### config.mk
export PLATFORM = sky130hd
export DESIGN_NAME = alu_arbiter_flat
export DESIGN_NICKNAME = d
export VERILOG_FILES = /design/src/rtl/alu_arbiter_if.sv /design/src/rtl/alu_arbiter.sv /design/src/flat_wrapper.sv
export SDC_FILE = /design/constraint.sdc
export NUM_CORES = 1
export LEC_CHECK = 0
export BUFFER_PORTS_ARGS = -buffer_cell sky130_fd_sc_hd__buf_2
export CAP_MARGIN = 15
export CELL_PAD_IN_SITES_DETAIL_PLACEMENT = 0
export CELL_PAD_IN_SITES_GLOBAL_PLACEMENT = 1
export CORE_MARGIN = 2
export CORE_UTILIZATION = 41
export DETAILED_ROUTE_END_ITERATION = 10
export GPL_ROUTABILITY_DRIVEN = 0
export GPL_TIMING_DRIVEN = 1
export PLACE_DENSITY = 0.86
export SLEW_MARGIN = 40
export SYNTH_ARGS = -nofsm -noshare
export SYNTH_HDL_FRONTEND = slang
export SYNTH_HIERARCHICAL = 1
export SYNTH_SLANG_ARGS = --single-unit
### constraint.sdc
create_clock -name clk -period 6.5 [get_ports clk]
set_input_delay 1.3 -clock clk [delete_from_list [all_inputs] [get_ports clk]]
set_output_delay 1.3 -clock clk [all_outputs]
set_load 0.005 [all_outputs]
### src/rtl/alu_arbiter_if.sv
// Request/response bundle between two ALU clients and alu_arbiter.
// The master side is the pair of clients and the slave side is the arbiter.
interface alu_arbiter_if;
    logic        req0_valid;
    logic        req0_ready;
    logic [31:0] req0_a;
    logic [31:0] req0_b;
    logic [1:0]  req0_width;
    logic        req0_sat;

    logic        req1_valid;
    logic        req1_ready;
    logic [31:0] req1_a;
    logic [31:0] req1_b;
    logic [1:0]  req1_width;
    logic        req1_sat;

    logic        rsp0_valid;
    logic        rsp0_ready;
    logic        rsp1_valid;
    logic        rsp1_ready;
    logic [31:0] rsp_data;

    modport master (
        output req0_valid, req0_a, req0_b, req0_width, req0_sat,
        output req1_valid, req1_a, req1_b, req1_width, req1_sat,
        input  req0_ready, req1_ready,
        input  rsp0_valid, rsp1_valid, rsp_data,
        output rsp0_ready, rsp1_ready
    );

    modport slave (
        input  req0_valid, req0_a, req0_b, req0_width, req0_sat,
        input  req1_valid, req1_a, req1_b, req1_width, req1_sat,
        output req0_ready, req1_ready,
        output rsp0_valid, rsp1_valid, rsp_data,
        input  rsp0_ready, rsp1_ready
    );
endinterface

### src/rtl/alu_arbiter.sv
// Round-robin arbiter sharing one packed-SIMD saturating adder between two clients.
// Define ALU_ARB_STATS_EN to enable the saturating per-requester grant counters.
module alu (
    input  logic [31:0] a,
    input  logic [31:0] b,
    input  logic [1:0]  width,
    input  logic        sat,
    output logic [31:0] c
);
    // Signed saturation: overflow only when both operands share a sign the sum lacks.
    function automatic logic [7:0] add8(input logic [7:0] x, input logic [7:0] y, input logic s);
        logic [7:0] sum;
        sum = x + y;
        if (s && (x[7] == y[7]) && (sum[7] != x[7]))
            add8 = x[7] ? 8'h80 : 8'h7F;
        else
            add8 = sum;
    endfunction

    function automatic logic [15:0] add16(input logic [15:0] x, input logic [15:0] y, input logic s);
        logic [15:0] sum;
        sum = x + y;
        if (s && (x[15] == y[15]) && (sum[15] != x[15]))
            add16 = x[15] ? 16'h8000 : 16'h7FFF;
        else
            add16 = sum;
    endfunction

    function automatic logic [31:0] add32(input logic [31:0] x, input logic [31:0] y, input logic s);
        logic [31:0] sum;
        sum = x + y;
        if (s && (x[31] == y[31]) && (sum[31] != x[31]))
            add32 = x[31] ? 32'h8000_0000 : 32'h7FFF_FFFF;
        else
            add32 = sum;
    endfunction

    // Width code 11 is reserved and falls through to the full 32-bit add.
    always_comb begin
        c = '0;
        case (width)
            2'b00: begin
                for (int i = 0; i < 4; i++)
                    c[i*8 +: 8] = add8(a[i*8 +: 8], b[i*8 +: 8], sat);
            end
            2'b01: begin
                for (int i = 0; i < 2; i++)
                    c[i*16 +: 16] = add16(a[i*16 +: 16], b[i*16 +: 16], sat);
            end
            default: c = add32(a, b, sat);
        endcase
    end
endmodule

module alu_arbiter #(
    parameter int CNT_W = 16
) (
    input  logic             clk,
    input  logic             rst_n,
    alu_arbiter_if.slave     bus,
    output logic [CNT_W-1:0] gnt_cnt0,
    output logic [CNT_W-1:0] gnt_cnt1
);
    logic [31:0] res;
    logic        res_valid;
    logic        res_owner;
    logic        last;

    logic        grant_valid;
    logic        grant;
    logic        rsp_fire;
    logic        can_accept;
    logic        accept;

    logic [31:0] alu_a;
    logic [31:0] alu_b;
    logic [1:0]  alu_width;
    logic        alu_sat;
    logic [31:0] alu_c;

    // On a tie the requester that was not granted most recently wins.
    always_comb begin
        grant_valid = bus.req0_valid | bus.req1_valid;
        grant       = 1'b0;
        if (bus.req0_valid && bus.req1_valid)
            grant = ~last;
        else if (bus.req1_valid)
            grant = 1'b1;
    end

    assign rsp_fire   = res_valid & (res_owner ? bus.rsp1_ready : bus.rsp0_ready);
    assign can_accept = ~res_valid | rsp_fire;
    assign accept     = can_accept & grant_valid;

    assign bus.req0_ready = accept & ~grant;
    assign bus.req1_ready = accept & grant;

    assign alu_a     = grant ? bus.req1_a     : bus.req0_a;
    assign alu_b     = grant ? bus.req1_b     : bus.req0_b;
    assign alu_width = grant ? bus.req1_width : bus.req0_width;
    assign alu_sat   = grant ? bus.req1_sat   : bus.req0_sat;

    alu u_alu (
        .a     (alu_a),
        .b     (alu_b),
        .width (alu_width),
        .sat   (alu_sat),
        .c     (alu_c)
    );

    // A fresh accept always takes precedence, so a firing response can be replaced back-to-back.
    always_ff @(posedge clk or negedge rst_n) begin
        if (!rst_n) begin
            res       <= '0;
            res_valid <= 1'b0;
            res_owner <= 1'b0;
            last      <= 1'b1;
        end else if (accept) begin
            res       <= alu_c;
            res_valid <= 1'b1;
            res_owner <= grant;
            last      <= grant;
        end else if (rsp_fire) begin
            res_valid <= 1'b0;
        end
    end

    assign bus.rsp0_valid = res_valid & ~res_owner;
    assign bus.rsp1_valid = res_valid & res_owner;
    assign bus.rsp_data   = res;

`ifdef ALU_ARB_STATS_EN
    logic [CNT_W-1:0] cnt0;
    logic [CNT_W-1:0] cnt1;

    always_ff @(posedge clk or negedge rst_n) begin
        if (!rst_n) begin
            cnt0 <= '0;
            cnt1 <= '0;
        end else if (accept) begin
            if (!grant && cnt0 != '1)
                cnt0 <= cnt0 + 1'b1;
            if (grant && cnt1 != '1)
                cnt1 <= cnt1 + 1'b1;
        end
    end

    assign gnt_cnt0 = cnt0;
    assign gnt_cnt1 = cnt1;
`else
    assign gnt_cnt0 = '0;
    assign gnt_cnt1 = '0;
`endif
endmodule

### src/flat_wrapper.sv
// flat-port wrapper written by rule: the top's interface ports become plain ports
module alu_arbiter_flat 
#(
    parameter int CNT_W = 16
)
  (clk, rst_n, gnt_cnt0, gnt_cnt1, bus_req0_valid, bus_req0_a, bus_req0_b, bus_req0_width, bus_req0_sat, bus_req1_valid, bus_req1_a, bus_req1_b, bus_req1_width, bus_req1_sat, bus_req0_ready, bus_req1_ready, bus_rsp0_valid, bus_rsp1_valid, bus_rsp_data, bus_rsp0_ready, bus_rsp1_ready);
  alu_arbiter_if bus_i ();
  input  logic clk;
  input  logic rst_n;
  output logic [CNT_W-1:0] gnt_cnt0;
  output logic [CNT_W-1:0] gnt_cnt1;
  input wire logic [$bits(bus_i.req0_valid)-1:0] bus_req0_valid;
  input wire logic [$bits(bus_i.req0_a)-1:0] bus_req0_a;
  input wire logic [$bits(bus_i.req0_b)-1:0] bus_req0_b;
  input wire logic [$bits(bus_i.req0_width)-1:0] bus_req0_width;
  input wire logic [$bits(bus_i.req0_sat)-1:0] bus_req0_sat;
  input wire logic [$bits(bus_i.req1_valid)-1:0] bus_req1_valid;
  input wire logic [$bits(bus_i.req1_a)-1:0] bus_req1_a;
  input wire logic [$bits(bus_i.req1_b)-1:0] bus_req1_b;
  input wire logic [$bits(bus_i.req1_width)-1:0] bus_req1_width;
  input wire logic [$bits(bus_i.req1_sat)-1:0] bus_req1_sat;
  output wire logic [$bits(bus_i.req0_ready)-1:0] bus_req0_ready;
  output wire logic [$bits(bus_i.req1_ready)-1:0] bus_req1_ready;
  output wire logic [$bits(bus_i.rsp0_valid)-1:0] bus_rsp0_valid;
  output wire logic [$bits(bus_i.rsp1_valid)-1:0] bus_rsp1_valid;
  output wire logic [$bits(bus_i.rsp_data)-1:0] bus_rsp_data;
  input wire logic [$bits(bus_i.rsp0_ready)-1:0] bus_rsp0_ready;
  input wire logic [$bits(bus_i.rsp1_ready)-1:0] bus_rsp1_ready;
  assign bus_i.req0_valid = bus_req0_valid;
  assign bus_i.req0_a = bus_req0_a;
  assign bus_i.req0_b = bus_req0_b;
  assign bus_i.req0_width = bus_req0_width;
  assign bus_i.req0_sat = bus_req0_sat;
  assign bus_i.req1_valid = bus_req1_valid;
  assign bus_i.req1_a = bus_req1_a;
  assign bus_i.req1_b = bus_req1_b;
  assign bus_i.req1_width = bus_req1_width;
  assign bus_i.req1_sat = bus_req1_sat;
  assign bus_req0_ready = bus_i.req0_ready;
  assign bus_req1_ready = bus_i.req1_ready;
  assign bus_rsp0_valid = bus_i.rsp0_valid;
  assign bus_rsp1_valid = bus_i.rsp1_valid;
  assign bus_rsp_data = bus_i.rsp_data;
  assign bus_i.rsp0_ready = bus_rsp0_ready;
  assign bus_i.rsp1_ready = bus_rsp1_ready;
  alu_arbiter #(.CNT_W(CNT_W)) u_core (.clk(clk), .rst_n(rst_n), .bus(bus_i), .gnt_cnt0(gnt_cnt0), .gnt_cnt1(gnt_cnt1));
endmodule
==> results of run 1 <==
[per-layer routing]
layer	track usage [%]	share of wire, %
met5	0	0
met4	4.47	1.3
met3	2.29	5.8
met2	35.4	48
met1	26.9	45
[cell families (layout without fill, tap and decap cells)]
kind of cell | count (synthesis) | after routing | share of synthesized area (%)
compound gates | 218 | 218 | 27.4
xor+xnor | 33 | 33 | 4.91
fa+ha+maj | 35 | 35 | 7.95
buf+inv | 85 | 205 | 9.08
flops | 35 | 35 | 14.9
mux | 104 | 104 | 21.7
other cells | 1 | 32 | 0.0637
simple gates | 155 | 155 | 13.9
[cell type report]
cell class	instances	area, µm²	share of cell area, %
Sequential cell	35	877	12.8
Inverter	19	71.3	1.04
Clock buffer	5	125	1.83
Multi-Input combinational cell	577	4600	67.3
Clock inverter	3	25.0	0.366
Tap cell	180	225	3.29
Timing Repair Buffer	178	913	13.4
[metrics by stage]
step | cell area (µm²) | util (%) | hold slack, ns | std cells
after floorplan | 6000 | - | 0.483 | 697
after global placement | 6680 | 47.9 | 0.477 | 989
after detailed placement | 6680 | 48.0 | 0.479 | 989
after CTS | 6830 | 49.0 | 0.492 | 997
after global routing | 6840 | 49.1 | 0.505 | 997
final | 6840 | 49.1 | 0.486 | 997
[flip-flops by register name (all words and copies together) (netlist names)]
register / count
u_core/last: 1
u_core/res_owner: 1
u_core/bus.rsp_data: 32
u_core/res_valid: 1
[placed cells by master (no fill, tap or decap), types with 6 or more instances in the layout]
cell type,count
a21o_1,24
a21oi_1,47
a31oi_1,6
and2_1,7
and3_1,6
buf_2,174
conb_1,32
dfrtp_1,34
ha_1,31
inv_1,18
mux2_1,11
mux2_2,58
mux2_4,30
nand2_1,42
nand2b_1,8
nand3_1,8
nand4_1,9
nor2_1,35
nor2b_1,7
nor3_1,8
o211ai_1,10
o21a_1,12
o21ai_0,30
o21ai_1,13
o221ai_1,7
o31ai_1,6
xnor2_1,21
xor2_1,12
[how the worst max path moves through the flow]
stage	from	endpoint	slack (ns)	cells past startpoint
2_1_floorplan	bus_req1_valid	u_core/bus.rsp_data[22]	1.97	15
3_3_place_gp	bus_req0_valid	u_core/bus.rsp_data[2]	1.13	14
3_5_place_dp	bus_req0_valid	u_core/bus.rsp_data[3]	1.08	14
4_1_cts	bus_req0_valid	u_core/bus.rsp_data[3]	1.37	14
5_1_grt	bus_req0_valid	u_core/bus.rsp_data[3]	1.32	14
6_report	bus_req0_valid	u_core/bus.rsp_data[26]	1.58	16
[worst max-delay path, stage by stage]
cell and delay [ns]:
buf_2 0.13, a21boi_4 0.17, buf_12 0.33, mux2_2 0.38, ha_1 0.24, inv_1 0.08
fa_1 0.20, nand2b_1 0.14, a21oi_1 0.11, o41a_1 0.47, a31oi_4 0.35, o21ai_1 0.19
o31ai_1 0.47, xor2_1 0.19, o21ai_1 0.08, mux2_4 0.26
[power by group through the flow]
stage / registers, mW / clock network [mW] / logic [mW]
detailed placement: 0.390 / 0 / 1.40
finish: 0.386 / 0.243 / 1.41
CTS: 0.388 / 0.250 / 1.41
global route: 0.401 / 0.262 / 1.55
global placement: 0.389 / 0 / 1.39
floorplan: 0.389 / 0 / 1.07
==> out/qor.csv, run 1 <==
stage;metric;value;unit
outcome;run status;finished clean;
synthesis;EDFF count, synth;0;
clock_network;CTS root buf;clkbuf_16;
drt;Vias/cell;5.51;
global_routing;number of global-route vias before repair;5078;
clock_network;post-cts sizing count;0;
critical_path;Critical R2R Capture;u_core/bus.rsp_data[26];
synthesis;Mean Syn Cell Area;8.84;µm²
cells_and_area;Final nets;991;
power_and_ir_drop;Clock power frac;11.9;%
power_and_ir_drop;static leakage;3.24;nW
critical_path;CP Capture Type;flop;
clock_network;TritonCTS Sinks;35;
synthesis;post-synthesis sequential area ratio;14.9;%
clock_network;hold_buf cts;0;
job;MaxCap Viol Count;0;
power_and_ir_drop;switching pwr;0.889;mW
critical_path;crit start category;primary input;
drt;DRT antenna net count;0;
synthesis;Top FF cell, synth;dfrtp_1;
critical_path;Required @ worst endpoint;6.67;ns
worst_hold_path;hold path cells;1;
floorplan;die height;124;µm
synthesis;count of cell types in the netlist;92;
synthesis;Synth Register Bits;35;
critical_path;CP max FO;71;
timing;relative slew slack;42.6;%
global_routing;pin count of the biggest net entering global routing;72;
clock_network;setup bufs post-CTS;0;
timing;final hold vios;0;
timing;total negative slack;0;ns
power_and_ir_drop;Pint;1.15;mW
global_routing;GR Overflow Total;0;
worst_hold_path;Endpoint, Worst Hold;u_core/bus.rsp_data[12];
clock_network;CTS tree;built;
global_routing;Total GRT Usage;20.3;%
timing;Max Clock Freq;203;MHz
cells_and_area;fillcell total;1362;
synthesis;Synth top cells by count;58 x mux2_2, 47 x a21oi_1, 42 x nand2_1;
drt;DRC viols;0;
drt;Pre-Repair DR Iteration Count;6;
timing;Slew Limit Fails;0;
clock_network;Num CTS Buffers;5;
synthesis;most numerous cell in the Yosys netlist;mux2_2;
clock_network;clk buf depth;2;
critical_path;r2r setup slk;2.36;ns
global_routing;global-route wire length before repair;25000;µm
power_and_ir_drop;Sw Share;43.5;%
floorplan;die area;0.0153;mm²
floorplan;I/O pins;208;
power_and_ir_drop;Comb pwr share;69.2;%
timing;RSZ-0062 raised after global routing;no;
critical_path;critical path data arrival time;5.09;ns
synthesis;Netlist Area Pre-Place;0.00588;mm²
timing;Final min period;4.92;ns
timing;worst slew pin tran;0.858;ns
clock_network;Reg clk slew, reported paths;0.06;ns
drt;DRT Wirelength;15800;µm
timing;Clock Skews;0.00642;ns
critical_path;critical path class;in -> reg;
global_routing;antenna violations before repair;0;
clock_network;worst skew pair latency;0.29;ns
floorplan;Die X;124;µm
floorplan;total core area;0.0139;mm²
drt;Vias;5496;
cells_and_area;Antenna Cells;0;
place;dpl hpwl;12500;µm
floorplan;Core Rows;43;
clock_network;H-tree levels;2;
place;port bufs;175;
critical_path;Register-to-Register Path Depth;15;
synthesis;Synth area leaders;dfrtp_1 14%, mux2_2 11%, mux2_4 7.7%, ha_1 6.6%, buf_4 4.8%;
synthesis;Ys Warns;6;
cells_and_area;layout cells sized above 1;38.9;%
worst_hold_path;Hold Crit Class;reg -> reg;
power_and_ir_drop;peak supply drop;0.116;mV
power_and_ir_drop;total chip power;2.04;mW
timing;Period Utilization, post-route;75.7;%
synthesis;Yosys top cell area share;14.5;%
worst_hold_path;hold path start;u_core/bus.rsp_data[12];
timing;final setup margin;1.58;ns
power_and_ir_drop;Sequential Power Share;18.9;%
drt;Routed WL per cell;15.8;µm
synthesis;fraction of registers with async set/reset;100;%
place;pre-CTS setup slack;1.08;ns
floorplan;Initial Util;42.2;%
drt;DR iter-0 viols;272;
critical_path;FF-to-FF Start;u_core/last;
power_and_ir_drop;pwr dens;298;mW/mm²
timing;final setup fails;0;
synthesis;cell taking the most area after synthesis;dfrtp_1;
cells_and_area;Area growth syn-to-layout;16.2;%
synthesis;Mapped Cells;666;
Note: power is estimated with default switching activity, not from simulation.
==> run 2, diff against run 1 <==
- CORE_UTILIZATION: 41 -> 38
- PLACE_DENSITY: 0.86 -> 0.8
- clock period: 6.5 -> 4.8 ns (I/O delays scaled with it)
==> out/qor.csv, run 2 (synthesized netlist as in run 1, its figures left out) <==
stage;metric;value;unit;change
cells_and_area;fillcell total;1546;;+14%
clock_network;TritonCTS Sinks;35;;unchanged
global_routing;Total GRT Usage;19.8;%;-0.48 points
global_routing;global-route wire length before repair;26600;µm;+6.3%
global_routing;pin count of the biggest net entering global routing;40;;-44%
timing;WHS;0.484;ns;-0.00175 ns
critical_path;FF-to-FF Start;u_core/last;;
clock_network;Num CTS Buffers;5;;unchanged
timing;Max Clock Freq;231;MHz;
cells_and_area;layout cells sized above 1;40.8;%;+1.9 points
clock_network;hold_buf cts;0;;unchanged
drt;DRT antenna net count;0;;unchanged
timing;final hold vios;0;;unchanged
critical_path;critical path launch point;bus_req0_valid;;
critical_path;cell family with most CP delay;compound AO/OA/AOI/OAI gates;;
timing;total negative slack;0;ns;unchanged
cells_and_area;most frequent cells in the layout;174 x buf_2, 58 x mux2_2, 47 x a21oi_1, 42 x nand2_1, 35 x nor2_1;;
critical_path;CP peak stage delay;0.46;ns;about the same
clock_network;worst skew pair latency;0.28;ns;about the same
clock_network;CTS tree;built;;
global_routing;number of global-route vias before repair;5276;;+3.9%
place;pre-CTS setup slack;0.192;ns;-0.889 ns
floorplan;die area;0.0165;mm²;+7.6%
drt;Pre-Repair DR Iteration Count;4;;-2
cells_and_area;Area growth syn-to-layout;20.3;%;
power_and_ir_drop;peak supply drop;0.174;mV;+50%
timing;Period Utilization, post-route;90.2;%;
drt;DR iter-0 viols;342;;+26%
drt;Routed WL per cell;16.3;µm;+2.7%
outcome;run status;finished clean;;
global_routing;antenna violations before repair;0;;unchanged
timing;Clock Skews;0.00512;ns;-0.00130 ns
cells_and_area;Final nets;1017;;+2.6%
timing;Final min period;4.33;ns;
critical_path;Required @ worst endpoint;4.97;ns;-1.70 ns
power_and_ir_drop;static leakage;3.38;nW;+4.4%
timing;relative slew slack;60.6;%;+18 points
clock_network;Reg clk slew, reported paths;0.06;ns;about the same
floorplan;total core area;0.0151;mm²;+8.7%
critical_path;critical path data arrival time;4.51;ns;-0.58 ns
global_routing;GR Overflow Total;0;;unchanged
drt;DRT Wirelength;16800;µm;+6.2%
cells_and_area;commonest non-fill, non-tap cell in the layout;buf_2;;
critical_path;r2r setup slk;0.91;ns;-1.45 ns
cells_and_area;flip-flop count of the largest register after layout;32;;unchanged
critical_path;Worst path most repeated cell;o21ai_1;;
critical_path;critical path class;in -> reg;;
critical_path;CP Capture Type;flop;;
floorplan;Die X;128;µm;+3.7%
critical_path;worst path bufs/invs;3;;unchanged
place;dpl hpwl;13600;µm;+8.4%
power_and_ir_drop;pwr dens;409;mW/mm²;+37%
clock_network;post-cts sizing count;0;;unchanged
place;port bufs;175;;unchanged
critical_path;Crit-path slowest cell;o41a_1;;
drt;Vias;5584;;+1.6%
worst_hold_path;Hold Crit Class;reg -> reg;;
critical_path;crit start category;primary input;;
clock_network;CTS root buf;clkbuf_16;;
clock_network;setup bufs post-CTS;0;;unchanged
floorplan;die height;128;µm;+3.7%
drt;Vias/cell;5.42;;-1.7%
timing;worst slew pin tran;0.589;ns;-0.269 ns
critical_path;critical path cell sequence;buf_2 -> a21boi_4 -> buf_12 -> mux2_2 -> ha_1 -> inv_1 -> fa_1 -> nand2b_1 -> a21oi_1 -> o41a_1 -> a31oi_4 -> o211a_1 -> o21ai_1 -> a221oi_1 -> o21ai_1 -> mux2_4;;
floorplan;Initial Util;38.9;%;-3.4 points
drt;DRC viols;0;;unchanged
timing;final setup margin;0.468;ns;-1.11 ns
cells_and_area;Antenna Cells;0;;unchanged
clock_network;H-tree levels;2;;unchanged
clock_network;clk buf depth;2;;unchanged
critical_path;CP max FO;39;;-45%
timing;RSZ-0062 raised after global routing;no;;
cells_and_area;final core occ;46.7;%;-2.4 points
job;MaxCap Viol Count;0;;unchanged
floorplan;I/O pins;208;;unchanged
timing;Slew Limit Fails;0;;unchanged
floorplan;Core Rows;45;;+4.7%
worst_hold_path;hold path start;u_core/bus.rsp_data[11];;
timing;final setup fails;0;;unchanged
[run 2: worst paths after layout]
path	endpoint	depth (start not counted)
setup / recovery	u_core/bus.rsp_data[22]	16
hold / removal	u_core/bus.rsp_data[11]	1
setup reg to reg	u_core/bus.rsp_data[22]	15
hold reg to reg	u_core/bus.rsp_data[11]	1
max in group asynchronous	u_core/last	1
min in group asynchronous	u_core/bus.rsp_data[16]	1
[run 2: layout make-up]
| class | instances | area (µm²) | area share [%] |
|---|---|---|---|
| Clock inverter | 3 | 43.8 | 0.619 |
| Clock buffer | 5 | 125 | 1.77 |
| Sequential cell | 35 | 877 | 12.4 |
| Tap cell | 188 | 235 | 3.32 |
| Multi-Input combinational cell | 577 | 4600 | 64.9 |
| Inverter | 19 | 71.3 | 1.01 |
| Timing Repair Buffer | 204 | 1130 | 15.9 |
[run 2: routing by layer]
metal | vias to the layer above | global-route usage [%] | routed length (µm)
met5 | - | 0 | 0
met4 | 0 | 3.94 | 141
met3 | 11 | 2.25 | 784
met2 | 180 | 35.4 | 8300
met1 | 2617 | 25.9 | 7560
li1 | 2776 | - | -
[run 2: power by group]
part           total [mW]  internal (mW)  switching, mW
combinational        1.99          0.985           1.01
clock               0.377          0.245          0.133
sequential          0.525          0.439         0.0860
total                2.89           1.67           1.23
[run 2: worst register-to-register path: cells and delay by family, from the launching register on]
family	cells	cell delay, ns
simple gates	1	0.13
compound gates	8	1.87
buf+inv	2	0.32
mux	2	0.64
flops	1	0.39
fa+ha+maj	2	0.43
[run 2: stage by stage]
stage | power [mW] | instances | instance area (µm²)
finish | 2.89 | 1031 | 7080
global route | 3.13 | 1031 | 7080
CTS | 2.91 | 1030 | 7060
detailed placement | 2.51 | 1022 | 6890
global placement | 2.51 | 1022 | 6890
floorplan | 1.97 | 697 | 6000
==> run 3, diff against run 2 <==
- CORE_ASPECT_RATIO: default -> 2
==> out/qor.csv, run 3 (synthesized netlist as in run 1, its figures left out) <==
stage;metric;value;unit;change
power_and_ir_drop;static leakage;3.38;nW;+0.13%
clock_network;TritonCTS Sinks;35;;unchanged
floorplan;I/O pins;208;;unchanged
global_routing;Total GRT Usage;21.7;%;+1.9 points
drt;DRT antenna net count;0;;unchanged
cells_and_area;post-route cell area;0.00711;mm²;+0.46%
global_routing;global-route wire length before repair;28400;µm;+6.6%
clock_network;CTS root buf;clkbuf_16;;
power_and_ir_drop;switching pwr;1.29;mW;+5.6%
critical_path;CP max FO;29;;-26%
power_and_ir_drop;Sequential Power Share;18.4;%;+0.3 points
drt;DR iter-0 viols;233;;-32%
global_routing;GR Overflow Total;0;;unchanged
timing;Clock Skews;0.00384;ns;-0.00128 ns
critical_path;CP peak stage delay;0.40;ns;-0.06 ns
drt;Pre-Repair DR Iteration Count;4;;unchanged
drt;DRT Wirelength;18400;µm;+9.7%
global_routing;pin count of the biggest net entering global routing;30;;-25%
cells_and_area;Antenna Cells;0;;unchanged
clock_network;CTS tree;built;;
timing;Max Clock Freq;231;MHz;about the same
power_and_ir_drop;Sw Share;44.4;%;+2.0 points
critical_path;CP Capture Type;flop;;
floorplan;Core Rows;64;;+42%
critical_path;critical path data arrival time;4.52;ns;about the same
timing;final hold vios;0;;unchanged
power_and_ir_drop;pwr dens;410;mW/mm²;+0.27%
timing;final setup fails;0;;unchanged
timing;RSZ-0062 raised after global routing;no;;
place;pre-CTS setup slack;0.188;ns;-0.00388 ns
cells_and_area;Area growth syn-to-layout;20.8;%;
cells_and_area;layout cells sized above 1;41.0;%;+0.21 points
critical_path;critical path class;in -> reg;;
job;MaxCap Viol Count;0;;unchanged
place;port bufs;175;;unchanged
critical_path;Required @ worst endpoint;4.99;ns;+0.02 ns
drt;Routed WL per cell;17.6;µm;+8.3%
critical_path;critical path cell sequence;buf_2 -> a21boi_4 -> buf_12 -> buf_12 -> mux2_2 -> ha_1 -> a21oi_1 -> and2_1 -> o21ai_1 -> a21oi_1 -> o21ai_1 -> o21ai_0 -> nand3_1 -> a211o_1 -> mux2_4;;
timing;final setup margin;0.468;ns;-0.000448 ns
cells_and_area;flip-flop count of the largest register after layout;32;;unchanged
clock_network;hold_buf cts;0;;unchanged
timing;Slew Limit Fails;0;;unchanged
drt;DRC viols;0;;unchanged
global_routing;antenna violations before repair;0;;unchanged
power_and_ir_drop;Comb pwr share;69.8;%;+1.0 points
clock_network;clk buf depth;2;;unchanged
drt;Vias/cell;5.48;;+1.2%
floorplan;total core area;0.0152;mm²;+0.45%
timing;worst slew pin tran;0.627;ns;+0.0384 ns
cells_and_area;commonest non-fill, non-tap cell in the layout;buf_2;;
critical_path;crit start category;primary input;;
floorplan;Initial Util;38.7;%;-0.18 points
critical_path;Crit-path slowest cell;ha_1;;
floorplan;die area;0.0166;mm²;+0.36%
clock_network;post-cts sizing count;0;;unchanged
place;Post-DP Area;0.00696;mm²;+0.98%
clock_network;worst skew pair latency;0.30;ns;+0.02 ns
cells_and_area;final core occ;46.7;%;about the same
power_and_ir_drop;peak supply drop;0.150;mV;-14%
timing;Final min period;4.33;ns;+0.000448 ns
outcome;run status;finished clean;;
floorplan;Die X;92.0;µm;-28%
global_routing;number of global-route vias before repair;5864;;+11%
power_and_ir_drop;total chip power;2.92;mW;+0.73%
worst_hold_path;Hold Crit Class;reg -> reg;;
floorplan;die height;180;µm;+40%
cells_and_area;Final nets;1020;;+0.29%
clock_network;Reg clk slew, reported paths;0.06;ns;about the same
power_and_ir_drop;Pint;1.62;mW;-2.8%
clock_network;Num CTS Buffers;5;;unchanged
place;dpl hpwl;15600;µm;+15%
clock_network;H-tree levels;2;;unchanged
power_and_ir_drop;Clock power frac;11.8;%;-1.2 points
drt;Vias;5725;;+2.5%
clock_network;setup bufs post-CTS;0;;unchanged
timing;total negative slack;0;ns;unchanged
timing;Period Utilization, post-route;90.3;%;about the same
timing;relative slew slack;57.9;%;-2.7 points
cells_and_area;most frequent cells in the layout;175 x buf_2, 58 x mux2_2, 47 x a21oi_1, 42 x nand2_1, 35 x nor2_1;;
[run 3: final timing paths]
| check | from | endpoint | slack [ns] | cells past startpoint |
|---|---|---|---|---|
| max | bus_req0_valid | u_core/bus.rsp_data[24] | 0.47 | 15 |
| min | u_core/bus.rsp_data[12] | u_core/bus.rsp_data[12] | 0.49 | 1 |
| max reg2reg | u_core/last | u_core/bus.rsp_data[30] | 0.81 | 15 |
| min reg2reg | u_core/bus.rsp_data[12] | u_core/bus.rsp_data[12] | 0.49 | 1 |
| max in group asynchronous | rst_n | u_core/last | 3.70 | 2 |
| min in group asynchronous | rst_n | u_core/bus.rsp_data[17] | 0.57 | 1 |
[run 3: metal layers]
layer  wire length [µm]  share of wire (%)  GRT usage (%)
met3                667                3.6           1.84
met4               1200                6.5           15.7
met5                  0                  0              0
met2              11000                 59           45.1
met1               5590                 30           17.9
[run 3: metrics by stage]
stage / cells / hold slack [ns]
CTS: 1044 / 0.500
global placement: 1034 / 0.487
global route: 1044 / 0.516
finish: 1044 / 0.493
detailed placement: 1036 / 0.483
floorplan: 697 / 0.483
[run 3: worst max-delay path: cells and delay by family]
| family | cells | cell delay (ns) |
|---|---|---|
| and+or+nand+nor | 2 | 0.35 |
| buffers and inverters | 3 | 0.50 |
| AOI/OAI and AO/OA | 7 | 1.64 |
| adders and majority gates | 1 | 0.40 |
| muxes | 2 | 0.63 |
[run 3: cell type report]
type | instances | area (µm²)
timing repair buffer | 207 | 1170
clock inverter | 3 | 23.8
inverter | 19 | 71.3
multi-input combinational | 577 | 4600
clock buffer | 5 | 125
tap | 198 | 248
sequential | 35 | 877
fill | 1631 | 8100
[run 3: power by group through the flow]
stage / registers [mW] / clock network, mW / logic, mW
after floorplan: 0.527 / 0 / 1.45
after CTS: 0.539 / 0.354 / 2.04
after global routing: 0.553 / 0.364 / 2.21
after global placement: 0.543 / 0 / 2.01
final: 0.537 / 0.345 / 2.03
after detailed placement: 0.543 / 0 / 2.03
